$ cat src/rtl/pc_fetch_if.sv
// Fetch-stage bus: program memory read port plus the decoder-facing control and
// instruction outputs.
//   master : fetch stage (drives address, ir, ir_pc, ir_valid, halted, fetch_count)
//   slave  : memory/decoder side (drives I, stall, halt, branch_*)
interface pc_fetch_if #(
  parameter int unsigned Psize = 6,
  parameter int unsigned Isize = 24,
  parameter int unsigned Csize = 16
);
  logic [Psize-1:0] address;
  logic [Isize:0]   I;
  logic             stall;
  logic             halt;
  logic             branch_abs;
  logic             branch_rel;
  logic [Psize-1:0] branch_target;
  logic [Psize-1:0] branch_offset;
  logic [Isize:0]   ir;
  logic [Psize-1:0] ir_pc;
  logic             ir_valid;
  logic             halted;
  logic [Csize-1:0] fetch_count;

  modport master (
    output address, ir, ir_pc, ir_valid, halted, fetch_count,
    input  I, stall, halt, branch_abs, branch_rel, branch_target, branch_offset
  );

  modport slave (
    input  address, ir, ir_pc, ir_valid, halted, fetch_count,
    output I, stall, halt, branch_abs, branch_rel, branch_target, branch_offset
  );
endinterface

$ cat src/rtl/pc_fetch.sv
// Instruction fetch stage. Holds the PC, drives the program memory read address
// combinationally and registers the returned word into ir for the decoder.
// Handles stall, absolute/relative branches (one-slot squash), halt and a
// saturating count of delivered instructions.
// Ports:
//   Clock  : system clock, rising edge
//   Reset  : synchronous, active-high
//   bus    : pc_fetch_if master modport (memory address/data, control, ir outputs)
module pc_fetch #(
  parameter int unsigned Psize = 6,
  parameter int unsigned Isize = 24,
  parameter int unsigned Csize = 16
) (
  input logic        Clock,
  input logic        Reset,
  pc_fetch_if.master bus
);

  typedef enum logic {StRun, StHalted} state_e;

  state_e           state_q, state_d;
  logic [Psize-1:0] pc_q, pc_d;
  logic [Isize:0]   ir_q, ir_d;
  logic [Psize-1:0] ir_pc_q, ir_pc_d;
  logic             ir_valid_q, ir_valid_d;
  logic             halted_q, halted_d;
  logic [Csize-1:0] cnt_q, cnt_d;

  logic             take_abs, take_rel;
  logic [Psize-1:0] rel_target;

  // Branch/halt requests refer to the instruction in ir, so they only count
  // while that instruction is live.
  assign take_abs   = ir_valid_q & bus.branch_abs;
  assign take_rel   = ir_valid_q & bus.branch_rel & ~bus.branch_abs;
  // Same-width add wraps modulo 2^Psize, matching a sign-extended offset.
  assign rel_target = ir_pc_q + bus.branch_offset;

  always_comb begin
    state_d    = state_q;
    pc_d       = pc_q;
    ir_d       = ir_q;
    ir_pc_d    = ir_pc_q;
    ir_valid_d = ir_valid_q;
    halted_d   = halted_q;
    cnt_d      = cnt_q;
    unique case (state_q)
      StRun: begin
        if (take_abs || take_rel) begin
          // Squash the wrong-path word; ir/ir_pc keep the branch instruction.
          pc_d       = take_abs ? bus.branch_target : rel_target;
          ir_valid_d = 1'b0;
        end else if (ir_valid_q && bus.halt) begin
          state_d    = StHalted;
          halted_d   = 1'b1;
          ir_valid_d = 1'b0;
        end else if (!bus.stall) begin
          ir_d       = bus.I;
          ir_pc_d    = pc_q;
          ir_valid_d = 1'b1;
          pc_d       = pc_q + Psize'(1);
          if (cnt_q != {Csize{1'b1}}) cnt_d = cnt_q + Csize'(1);
        end
      end
      StHalted: ;  // frozen until Reset
      default: state_d = StRun;
    endcase
  end

  always_ff @(posedge Clock) begin
    if (Reset) begin
      state_q    <= StRun;
      pc_q       <= '0;
      ir_q       <= '0;
      ir_pc_q    <= '0;
      ir_valid_q <= 1'b0;
      halted_q   <= 1'b0;
      cnt_q      <= '0;
    end else begin
      state_q    <= state_d;
      pc_q       <= pc_d;
      ir_q       <= ir_d;
      ir_pc_q    <= ir_pc_d;
      ir_valid_q <= ir_valid_d;
      halted_q   <= halted_d;
      cnt_q      <= cnt_d;
    end
  end

  assign bus.address     = pc_q;
  assign bus.ir          = ir_q;
  assign bus.ir_pc       = ir_pc_q;
  assign bus.ir_valid    = ir_valid_q;
  assign bus.halted      = halted_q;
  assign bus.fetch_count = cnt_q;

endmodule

$ cat src/flat_wrapper.sv
// flat-port wrapper written by rule: the top's interface ports become plain ports
module pc_fetch_flat 
#(
  parameter int unsigned Psize = 6,
  parameter int unsigned Isize = 24,
  parameter int unsigned Csize = 16
)
  (Clock, Reset, bus_address, bus_ir, bus_ir_pc, bus_ir_valid, bus_halted, bus_fetch_count, bus_I, bus_stall, bus_halt, bus_branch_abs, bus_branch_rel, bus_branch_target, bus_branch_offset);
  pc_fetch_if #(.Psize(Psize), .Isize(Isize), .Csize(Csize)) bus_i ();
  input logic Clock;
  input logic Reset;
  output wire logic [$bits(bus_i.address)-1:0] bus_address;
  output wire logic [$bits(bus_i.ir)-1:0] bus_ir;
  output wire logic [$bits(bus_i.ir_pc)-1:0] bus_ir_pc;
  output wire logic [$bits(bus_i.ir_valid)-1:0] bus_ir_valid;
  output wire logic [$bits(bus_i.halted)-1:0] bus_halted;
  output wire logic [$bits(bus_i.fetch_count)-1:0] bus_fetch_count;
  input wire logic [$bits(bus_i.I)-1:0] bus_I;
  input wire logic [$bits(bus_i.stall)-1:0] bus_stall;
  input wire logic [$bits(bus_i.halt)-1:0] bus_halt;
  input wire logic [$bits(bus_i.branch_abs)-1:0] bus_branch_abs;
  input wire logic [$bits(bus_i.branch_rel)-1:0] bus_branch_rel;
  input wire logic [$bits(bus_i.branch_target)-1:0] bus_branch_target;
  input wire logic [$bits(bus_i.branch_offset)-1:0] bus_branch_offset;
  assign bus_address = bus_i.address;
  assign bus_ir = bus_i.ir;
  assign bus_ir_pc = bus_i.ir_pc;
  assign bus_ir_valid = bus_i.ir_valid;
  assign bus_halted = bus_i.halted;
  assign bus_fetch_count = bus_i.fetch_count;
  assign bus_i.I = bus_I;
  assign bus_i.stall = bus_stall;
  assign bus_i.halt = bus_halt;
  assign bus_i.branch_abs = bus_branch_abs;
  assign bus_i.branch_rel = bus_branch_rel;
  assign bus_i.branch_target = bus_branch_target;
  assign bus_i.branch_offset = bus_branch_offset;
  pc_fetch #(.Psize(Psize), .Isize(Isize), .Csize(Csize)) u_core (.Clock(Clock), .Reset(Reset), .bus(bus_i));
endmodule
$ cat config.mk
export PLATFORM = sky130hd
export DESIGN_NAME = pc_fetch_flat
export DESIGN_NICKNAME = d
export VERILOG_FILES = /design/src/rtl/pc_fetch_if.sv /design/src/rtl/pc_fetch.sv /design/src/flat_wrapper.sv
export SDC_FILE = /design/constraint.sdc
export NUM_CORES = 1
export LEC_CHECK = 0
export CAP_MARGIN = 20
export CORE_ASPECT_RATIO = 1.25
export CORE_MARGIN = 1.5
export CORE_UTILIZATION = 45
export CTS_CLUSTER_DIAMETER = 200
export DETAILED_ROUTE_END_ITERATION = 10
export GPL_TIMING_DRIVEN = 0
export MAX_ROUTING_LAYER = met4
export PLACE_DENSITY = 0.83
export SYNTH_ARGS = -nofsm -noshare
export SYNTH_HDL_FRONTEND = slang
export SYNTH_SLANG_ARGS = --single-unit
$ cat constraint.sdc
create_clock -name Clock -period 2.7 [get_ports Clock]
set_input_delay 0.405 -clock Clock [delete_from_list [all_inputs] [get_ports Clock]]
set_output_delay 0.405 -clock Clock [all_outputs]
set_load 0.03 [all_outputs]
==> out/metrics.yaml, run 1 <==
power_and_ir_drop:
  power_density_nw_per_um2: 483
  vdd_drop_max_mv: 0.314
  total_power_mw: 1.87
  cellLeakagePower_nw: 1.36
die:
  dieArea_sq_um: 6450
  core_area_sq_um: 5780
  io_pins: 98
  dieHeight_um: 89.4
  fp.dieW_um: 72.2
  rows: 31
  start_util: 0.465
sta:
  clock_skew_ps: 9.14
  tightest_slew_ps: 544
  final-hold-violation-count: 0
  rsz0062_at_grt: "false"
  hold_slack_ps: 459
  clock.fmax_ghz: 0.437
  finalCritPeriodShare: 0.847
  max_slew_margin: 0.638
  setup_viol_count_final: 0
  finalSetupTns_ps: 0
  slew_violations: 0
  min_period_ps: 2290
worst_setup_path:
  critPathSlowestCell: "clkdlybuf4s50_1"
  critPathTopFamily: "simple AND/OR/NAND/NOR gates"
  start_kind: "primary input"
  max_stage_delay_ps: 510
  worst-path-stages: 7
  worstPathArrival_ps: 2470
  worstRegToRegCells: 6
  crit_path_end_kind: "flop"
  crit_chain: "clkdlybuf4s50_1 -> o31ai_2 -> or4b_1 -> buf_6 -> nor4_4 -> and4_1 -> a211oi_2"
  crit_required_ps: 2880
  worstPathMaxFanout: 9
  path_buf_inv: 2
  worst-setup-path-type: "primary input to flop"
synthesis:
  synthesis.area_sq_um: 2690
  yosysTopAreaCell: "dfxtp_1"
  yosys_warnings: 0
  syn_area_per_cell_sq_um: 8.23
  synth.area.top_cells: "dfxtp_1 42%, nand2_1 10%, a21oi_1 7.8%"
  synth_seq_cells: 56
  syn_nets: 378
  async_reset_ff_frac: 0
  synth_top_area_frac: 0.417
  yosys_most_used_dff: "dfxtp_1"
  synth-edff-count: 0
  yosysSeqAreaShare: 0.417
  yosysUniqueCellTypes: 51
  netlist_instances: 327
place:
  place.gp.congestion: 0.850
  port_buffers: 97
  dp_cells: 490
  dp_hpwl_um: 5140
route:
  viasPerCell: 5.37
  drt_iter0_drc: 160
  wl_um: 6870
  dr.pass1.iters: 4
  ant_nets: 0
  post_drt_wl_per_cell_um: 13.8
  vias: 2676
  drc_errors: 0
clock_tree:
  post_cts_buffers: 0
  cts_htree_levels: 2
  root_buffer: "clkbuf_8"
  hold_buffers: 0
  clock_path_buffers: 2
  cts_tree: "done"
  cts_buffers: 5
  clkTransAtPathRegs_ps: 100
  clkLatencyLatePin_ps: 310
  cts_num_sinks: 56
  cts_resized: 0
layout:
  final_core_util: 0.669
  antenna_cells: 0
  fillers: 491
  final_common_cell: "clkdlybuf4s50_1"
  final_cells: 498
  final_cell_mix: "97 x clkdlybuf4s50_1, 73 x nand2_1, 56 x dfxtp_1"
  drive_above_1_share: 0.0556
  nets: 482
  syn_to_final_growth_pct: 43.7
worst_hold_path:
  hold_depth: 2
  hold_class: "flop to flop"
run_status:
  status: "complete, no violations"
global_route:
  grt-ovfl-total: 0
  grt_pass1_vias: 2401
  grt_pass1_wl_um: 10900
  grt_use_total: 0.219
  grt_max_degree: 18
  antenna_found_initial: 0
run:
  drv_cap: 0
[tightest hold or removal path: stages, from the launching register on]
cell,delay [ps]
dfxtp_1,320
nand2_1,50
a21oi_1,50
[state kept, by name (all words and copies together) (netlist names)]
register	flops
u_core.state_q	1
u_core.bus.ir_pc	6
u_core.bus.address	6
u_core.bus.ir_valid	1
u_core.bus.ir	25
u_core.bus.fetch_count	16
u_core.bus.halted	1
[power breakdown]
| part | switching (mW) | internal, mW | total (mW) |
|---|---|---|---|
| Clock | 0.267 | 0.304 | 0.570 |
| Sequential | 0.0328 | 0.866 | 0.898 |
| Combinational | 0.220 | 0.179 | 0.399 |
| Total | 0.520 | 1.35 | 1.87 |
[synthesized netlist by cell type, types with 2 or more instances]
cell type / n
clkbuf_1: 15
nor3_1: 4
or4_1: 3
xnor2_1: 10
nor4_2: 4
a32oi_1: 2
nand3_1: 13
nor4_4: 3
a21oi_1: 42
nor2b_1: 3
inv_1: 6
a311oi_1: 2
o31ai_1: 2
ha_1: 7
nand2_1: 73
o21a_1: 2
a31oi_1: 3
xor2_1: 3
nor2_1: 29
or3_1: 2
a21o_1: 2
o21ai_0: 6
a22oi_1: 2
nand3b_1: 2
dfxtp_1: 56
mux2i_1: 2
nand2b_1: 5
[metal layers]
metal,share of wire,GRT usage,up-vias
li1,-,-,1345
met5,0,-,-
met1,0.43,0.258,1226
met3,0.055,0.0372,14
met4,0.018,0.0686,0
met2,0.50,0.382,91
[path summary, 6_finish.rpt]
kind | end | startpoint | slack, ps
setup reg to reg | u_core.bus.fetch_count[1] | u_core.bus.fetch_count[0] | 500
setup / recovery | u_core.bus.fetch_count[15] | bus_branch_rel | 410
hold / removal | u_core.bus.ir[5] | u_core.bus.ir[5] | 460
hold reg to reg | u_core.bus.ir[5] | u_core.bus.ir[5] | 460
[kinds of logic after synthesis]
kind of cell / Yosys count / share of synthesized area
compound gates: 75 / 0.172
flops: 56 / 0.417
xor+xnor: 13 / 0.0423
buf+inv: 23 / 0.0349
simple gates: 150 / 0.287
mux: 2 / 0.00744
fa+ha+maj: 8 / 0.0400
[per-stage QoR]
step,cell area (sq um),worst slack (ps)
3_3_place_gp,3740,126
5_1_grt,3860,349
6_report,3860,412
3_5_place_dp,3740,133
2_1_floorplan,2690,527
4_1_cts,3860,446
[final cells by class]
| type | count | area (sq um) | area share |
|---|---|---|---|
| repair buffers | 97 | 971 | 0.251 |
| multi-input cells | 248 | 1480 | 0.382 |
| well taps | 66 | 82.6 | 0.0214 |
| inverters | 6 | 22.5 | 0.00583 |
| clock buffers | 6 | 82.6 | 0.0214 |
| clock inverters | 2 | 38.8 | 0.0100 |
| plain buffers | 17 | 71.3 | 0.0185 |
| flip-flops and latches | 56 | 1120 | 0.290 |
(Power assumes the default switching activity.)
==> inputs of run 2 (changes only) <==
--- a/config.mk
+++ b/config.mk
@@ -8,12 +8,12 @@
 export CAP_MARGIN = 20
 export CORE_ASPECT_RATIO = 1.25
 export CORE_MARGIN = 1.5
-export CORE_UTILIZATION = 45
+export CORE_UTILIZATION = 40
 export CTS_CLUSTER_DIAMETER = 200
 export DETAILED_ROUTE_END_ITERATION = 10
 export GPL_TIMING_DRIVEN = 0
 export MAX_ROUTING_LAYER = met4
-export PLACE_DENSITY = 0.83
+export PLACE_DENSITY = 0.78
 export SYNTH_ARGS = -nofsm -noshare
 export SYNTH_HDL_FRONTEND = slang
 export SYNTH_SLANG_ARGS = --single-unit
==> constraint.sdc (replaced) <==
create_clock -name Clock -period 2.1 [get_ports Clock]
set_input_delay 0.315 -clock Clock [delete_from_list [all_inputs] [get_ports Clock]]
set_output_delay 0.315 -clock Clock [all_outputs]
set_load 0.03 [all_outputs]
==> out/metrics.yaml, run 2 (synthesized netlist as in run 1, its figures left out) <==
run_status:
  status: "complete, no violations"  # unchanged
worst_hold_path:
  min_to: "u_core.state_q"  # was u_core.bus.ir[5]
  hold_path.startpoint: "bus_halt"  # was u_core.bus.ir[5]
  hold_class: "primary input to flop"  # was flop to flop
  hold_depth: 3  # was 2
global_route:
  grt-ovfl-total: 0  # unchanged
  grt_pass1_vias: 2457  # was 2401
  grt_pass1_wl_um: 11500  # was 10900 um
  grt_use_total: 0.203  # was 0.219
  grt_max_degree: 17  # was 18
  antenna_found_initial: 0  # unchanged
layout:
  antenna_cells: 0  # unchanged
  final_cell_mix: "94 x clkdlybuf4s50_1, 73 x nand2_1, 53 x dfxtp_1"  # was 97 x clkdlybuf4s50_1, 73 x nand2_1, 56 x dfxtp_1
  fillers: 621  # was 491
  nets: 483  # was 482
  final_common_cell: "clkdlybuf4s50_1"  # unchanged
  syn_to_final_growth_pct: 45.5  # was 43.7%
  final_core_util: 0.600  # was 0.669
  largest_reg_flops: 25  # unchanged
  drive_above_1_share: 0.0785  # was 0.0556
  final_cells: 520  # was 498
sta:
  tightest_slew_ps: 538  # was 544 ps
  finalCritPeriodShare: 0.942
  setup_viol_count_final: 0  # unchanged
  slew_violations: 0  # unchanged
  hold_slack_ps: 448  # was 459 ps
  final-hold-violation-count: 0  # unchanged
  clock.fmax_ghz: 0.506
  min_period_ps: 1980
  rsz0062_at_grt: "false"  # unchanged
  clock_skew_ps: 7.98  # was 9.14 ps
  max_slew_margin: 0.638  # about the same
worst_setup_path:
  worstPathMaxFanout: 6  # was 9
  crit_path_end_kind: "flop"  # unchanged
  reg2reg_to: "u_core.bus.fetch_count[1]"  # unchanged
  worstReg2RegStart: "u_core.bus.fetch_count[0]"  # unchanged
  start_kind: "flop"  # was primary input
  worst-setup-path-type: "flop to flop"  # was primary input to flop
  worstPathArrival_ps: 2170  # was 2470 ps
  crit_required_ps: 2290  # was 2880 ps
  reg2reg_setup_slack_ps: 120  # was 500 ps
  worstRegToRegCells: 6  # unchanged
route:
  top_layer_used: "met4"  # unchanged
  dr.pass1.iters: 4  # unchanged
  wl_um: 7160  # was 6870 um
  viasPerCell: 5.13  # was 5.37
  ant_nets: 0  # unchanged
  wl_met2_um: 3710  # was 3440 um
  vias: 2666  # was 2676
  drc_errors: 0  # unchanged
  wl_met3_um: 340  # was 377 um
  post_drt_wl_per_cell_um: 13.8  # about the same
  drt_iter0_drc: 138  # was 160
  wl_met1_um: 3020  # was 2920 um
power_and_ir_drop:
  sw_frac_of_total: 0.299  # was 0.278
  vdd_drop_max_mv: 0.302  # was 0.314 mV
  cell_internal_pwr_mw: 1.62  # was 1.35 mW
  power_density_nw_per_um2: 589  # was 483 nW/um^2
  cellLeakagePower_nw: 1.38  # was 1.36 nW
  p_sw_mw: 0.690  # was 0.520 mW
  clockPowerShare: 0.271  # was 0.305
  comb_power_share: 0.227  # was 0.214
  seqPwrFrac: 0.502  # was 0.481
  total_power_mw: 2.31  # was 1.87 mW
clock_tree:
  hold_buffers: 0  # unchanged
  clock_path_buffers: 2  # unchanged
  clkLatencyLatePin_ps: 310  # about the same
  cts_num_sinks: 56  # unchanged
  root_buffer: "clkbuf_8"  # unchanged
  cts_htree_levels: 2  # unchanged
  clkTransAtPathRegs_ps: 110  # was 100 ps
  cts_buffers: 5  # unchanged
  cts_tree: "done"  # unchanged
die:
  io_pins: 98  # unchanged
  fp.dieW_um: 76.4  # was 72.2 um
  start_util: 0.412  # was 0.465
  core_area_sq_um: 6520  # was 5780 sq um
  dieHeight_um: 94.7  # was 89.4 um
  dieArea_sq_um: 7230  # was 6450 sq um
  rows: 33  # was 31
run:
  drv_cap: 0  # unchanged
place:
  port_buffers: 97  # unchanged
  place.gp.congestion: 0.946  # was 0.850
  dp_cells: 511  # was 490
  dp_hpwl_um: 5420  # was 5140 um
run 2: cell types whose count changed in the layout (fill, tap and decap cells not counted), sizes merged:
cell,change
clkdlybuf4s50,-3
dlygate4sd2,+2
buf,+1
bufinv,-1
clkbuf,+1
clkinv,-1
clkinvlp,+1
dlymetal6s2s,+1
run 2: worst max-delay path: stages, from the launching register on:
cell,delay (ps)
dfxtp_2,390
ha_2,240
nand4_2,180
or4_4,580
o21ai_4,220
mux2i_1,210
nor2_1,50
run 2: per-stage QoR:
step           setup WS [ps]  instance area, sq um  TNS (ps)
6_report                 122                  3920         0
5_1_grt                 19.3                  3920         0
4_1_cts                 8.85                  3880         0
3_5_place_dp            -374                  3770    -10220
3_3_place_gp            -381                  3770     -9490
2_1_floorplan           63.5                  2690         0
run 2: worst max-delay path by stage:
stage          depth (start not counted)                    endpoint                       from  slack [ps]
2_1_floorplan                          6   u_core.bus.fetch_count[1]  u_core.bus.fetch_count[0]          60
3_3_place_gp                           7  u_core.bus.fetch_count[15]             bus_branch_rel        -380
3_5_place_dp                           7  u_core.bus.fetch_count[15]             bus_branch_rel        -370
4_1_cts                                6   u_core.bus.fetch_count[1]  u_core.bus.fetch_count[0]           9
5_1_grt                                6   u_core.bus.fetch_count[1]  u_core.bus.fetch_count[0]          20
6_report                               6   u_core.bus.fetch_count[1]  u_core.bus.fetch_count[0]         120
run 2: timing repair:
item	in CTS	in global routing
pin swaps	0	3
resized for setup	4	10
buffers inserted	0	1
endpoints found under the setup margin	2	33
run 2: power groups by stage:
| stage | Clock (mW) | Combinational [mW] | Sequential [mW] |
|---|---|---|---|
| 2_1_floorplan | 0 | 0.180 | 1.27 |
| 3_3_place_gp | 0 | 0.510 | 1.18 |
| 3_5_place_dp | 0 | 0.516 | 1.18 |
| 4_1_cts | 0.635 | 0.521 | 1.16 |
| 5_1_grt | 0.675 | 0.564 | 1.17 |
| 6_report | 0.626 | 0.523 | 1.16 |
run 2: layout make-up:
class,instances,area (sq um),area share
tap,87,109,0.0278
inverter,6,22.5,0.00575
clock inverter,1,7.51,0.00192
sequential,56,1120,0.287
multi-input combinational,248,1510,0.387
timing repair buffer,98,978,0.250
buffer,17,72.6,0.0185
clock buffer,7,86.3,0.0221
run 2: layer usage:
layer | vias up | GRT usage
li1 | 1346 | -
met1 | 1238 | 0.233
met2 | 74 | 0.364
met3 | 8 | 0.0329
met4 | 0 | 0.0602
met5 | - | -
==> inputs of run 3 (changes only) <==
--- a/config.mk
+++ b/config.mk
@@ -8,12 +8,14 @@
 export CAP_MARGIN = 20
 export CORE_ASPECT_RATIO = 1.25
 export CORE_MARGIN = 1.5
-export CORE_UTILIZATION = 40
+export CORE_UTILIZATION = 56
 export CTS_CLUSTER_DIAMETER = 200
 export DETAILED_ROUTE_END_ITERATION = 10
+export DONT_BUFFER_PORTS = 1
 export GPL_TIMING_DRIVEN = 0
 export MAX_ROUTING_LAYER = met4
-export PLACE_DENSITY = 0.78
+export PLACE_DENSITY = 0.76
+export SETUP_SLACK_MARGIN = 0.2
 export SYNTH_ARGS = -nofsm -noshare
 export SYNTH_HDL_FRONTEND = slang
 export SYNTH_SLANG_ARGS = --single-unit
==> out/metrics.yaml, run 3 (synthesized netlist as in run 1, its figures left out) <==
clock_tree:
  cts_htree_levels: 2  # unchanged
  cts_num_sinks: 56  # unchanged
  hold_buffers: 0  # unchanged
  cts_buffers: 5  # unchanged
  root_buffer: "clkbuf_8"  # unchanged
  clock_path_buffers: 2  # unchanged
  clkLatencyLatePin_ps: 320  # was 310 ps
  clkTransAtPathRegs_ps: 120  # was 110 ps
  cts_tree: "done"  # unchanged
layout:
  final_cell_mix: "73 x nand2_1, 41 x a21oi_1, 38 x dfxtp_1"  # was 94 x clkdlybuf4s50_1, 73 x nand2_1, 53 x dfxtp_1
  multiInputGateArea_sq_um: 1550  # was 1510 sq um
  antenna_cells: 0  # unchanged
  fillers: 432  # was 621
  regArea_sq_um: 1160  # was 1120 sq um
  largest_reg_flops: 25  # unchanged
  drive_above_1_share: 0.160  # was 0.0785
  final_cells: 398  # was 520
  syn_to_final_growth_pct: 11.3  # was 45.5%
  nets: 388  # was 483
  final_common_cell: "nand2_1"  # was clkdlybuf4s50_1
worst_setup_path:
  worstPathArrival_ps: 2130  # was 2170 ps
  crit_required_ps: 2300  # was 2290 ps
  start_kind: "flop"  # unchanged
  reg2reg_setup_slack_ps: 170  # was 120 ps
  crit_path_end_kind: "flop"  # unchanged
  worstPathMaxFanout: 6  # unchanged
  worst-setup-path-type: "flop to flop"  # unchanged
sta:
  final-hold-violation-count: 0  # unchanged
  clock.fmax_ghz: 0.518  # was 0.506 GHz
  clock_skew_ps: 19.3  # was 7.98 ps
  max_slew_margin: 0.657  # was 0.638
  tightest_slew_ps: 513  # was 538 ps
  finalSetupTns_ps: 0  # unchanged
  rsz0062_at_grt: "true"  # was false
  slew_violations: 0  # unchanged
  min_period_ps: 1930  # was 1980 ps
  finalCritPeriodShare: 0.920  # was 0.942
  setup_viol_count_final: 0  # unchanged
global_route:
  antenna_found_initial: 0  # unchanged
  grt_max_degree: 19  # was 17
  grt_use_met1: 0.260  # was 0.233
  grt-ovfl-total: 0  # unchanged
  grt_use_met3: 0.0812  # was 0.0329
  grt_pass1_wl_um: 9360  # was 11500 um
  grt_pass1_vias: 1982  # was 2457
  met2_usage: 0.408  # was 0.364
  top_usage_layer: "met2"  # unchanged
  grt_use_total: 0.238  # was 0.203
route:
  post_drt_wl_per_cell_um: 15.8  # was 13.8 um
  ant_nets: 0  # unchanged
  drc_errors: 0  # unchanged
  viasPerCell: 5.78  # was 5.13
  wl_um: 6290  # was 7160 um
  drt_iter0_drc: 172  # was 138
  dr.pass1.iters: 4  # unchanged
  vias: 2300  # was 2666
power_and_ir_drop:
  comb_power_share: 0.113  # was 0.227
  cellLeakagePower_nw: 1.04  # was 1.38 nW
  power_density_nw_per_um2: 707  # was 589 nW/um^2
  vdd_drop_max_mv: 0.445  # was 0.302 mV
  seqPwrFrac: 0.595  # was 0.502
  p_sw_mw: 0.679  # was 0.690 mW
  cell_internal_pwr_mw: 1.44  # was 1.62 mW
  sw_frac_of_total: 0.321  # was 0.299
  clockPowerShare: 0.292  # was 0.271
die:
  core_area_sq_um: 4690  # was 6520 sq um
  fp.dieW_um: 65.0  # was 76.4 um
  dieArea_sq_um: 5230  # was 7230 sq um
  dieHeight_um: 80.5  # was 94.7 um
  io_pins: 98  # unchanged
  start_util: 0.573  # was 0.412
  rows: 28  # was 33
worst_hold_path:
  hold_class: "primary input to flop"  # unchanged
run_status:
  status: "complete, no violations"  # unchanged
place:
  port_buffers: 0  # was 97
  dp_cells: 387  # was 511
  place.gp.congestion: 0.883  # was 0.946
  dp_hpwl_um: 4580  # was 5420 um
run:
  drv_cap: 0  # unchanged
## run 3: repair_timing
action / 4_1_cts / 5_1_grt
setup buffers: 2 / 1
setup endpoints to repair: 20 / 17
pin swaps: 6 / 4
resized for setup: 19 / 4
## run 3: path summary, 6_finish.rpt
check	to	from	cells past startpoint
worst min-delay path	u_core.bus.ir[0]	bus_I[0]	2
worst max register to register	u_core.bus.fetch_count[1]	u_core.bus.fetch_count[1]	6
worst max-delay path	u_core.bus.fetch_count[1]	u_core.bus.fetch_count[1]	6
worst min register to register	u_core.state_q	u_core.state_q	2
## run 3: critical path, cell delays in order (launching register included)
cell	delay (ps)
dfxtp_4	440
ha_4	170
nand4_4	130
or4_4	570
o21ai_4	260
mux2i_1	210
nor2_1	50
## run 3: routing by layer
layer,up-vias,wire [um]
met4,0,68
met5,-,0
met1,1065,2400
met3,6,492
met2,72,3330
li1,1157,-
## run 3: through the flow
| stage | total power [mW] | hold slack [ps] | worst slack, ps | util | instance area, sq um |
|---|---|---|---|---|---|
| floorplan | 1.46 | 451 | 162 | - | 2720 |
| global placement | 1.51 | 452 | 34.9 | 0.596 | 2800 |
| detailed placement | 1.52 | 458 | 12.2 | 0.596 | 2800 |
| CTS | 2.13 | 110 | 184 | 0.634 | 2980 |
| global route | 2.21 | 99.4 | 96.9 | 0.638 | 3000 |
| finish | 2.12 | 109 | 168 | 0.638 | 3000 |
## run 3: layout make-up
class                      instances  area share
multi-input combinational        248       0.518
timing repair buffer               3     0.00752
inverter                           6     0.00752
tap                               60      0.0251
sequential                        56       0.388
clock buffer                       5      0.0230
clock inverter                     3     0.00752
buffer                            17      0.0242
## run 3: power by group through the flow
stage / combinational (mW) / sequential, mW / clock (mW)
global route: 0.270 / 1.27 / 0.671
detailed placement: 0.230 / 1.29 / 0
finish: 0.239 / 1.26 / 0.618
CTS: 0.239 / 1.26 / 0.630
floorplan: 0.182 / 1.27 / 0
global placement: 0.225 / 1.29 / 0
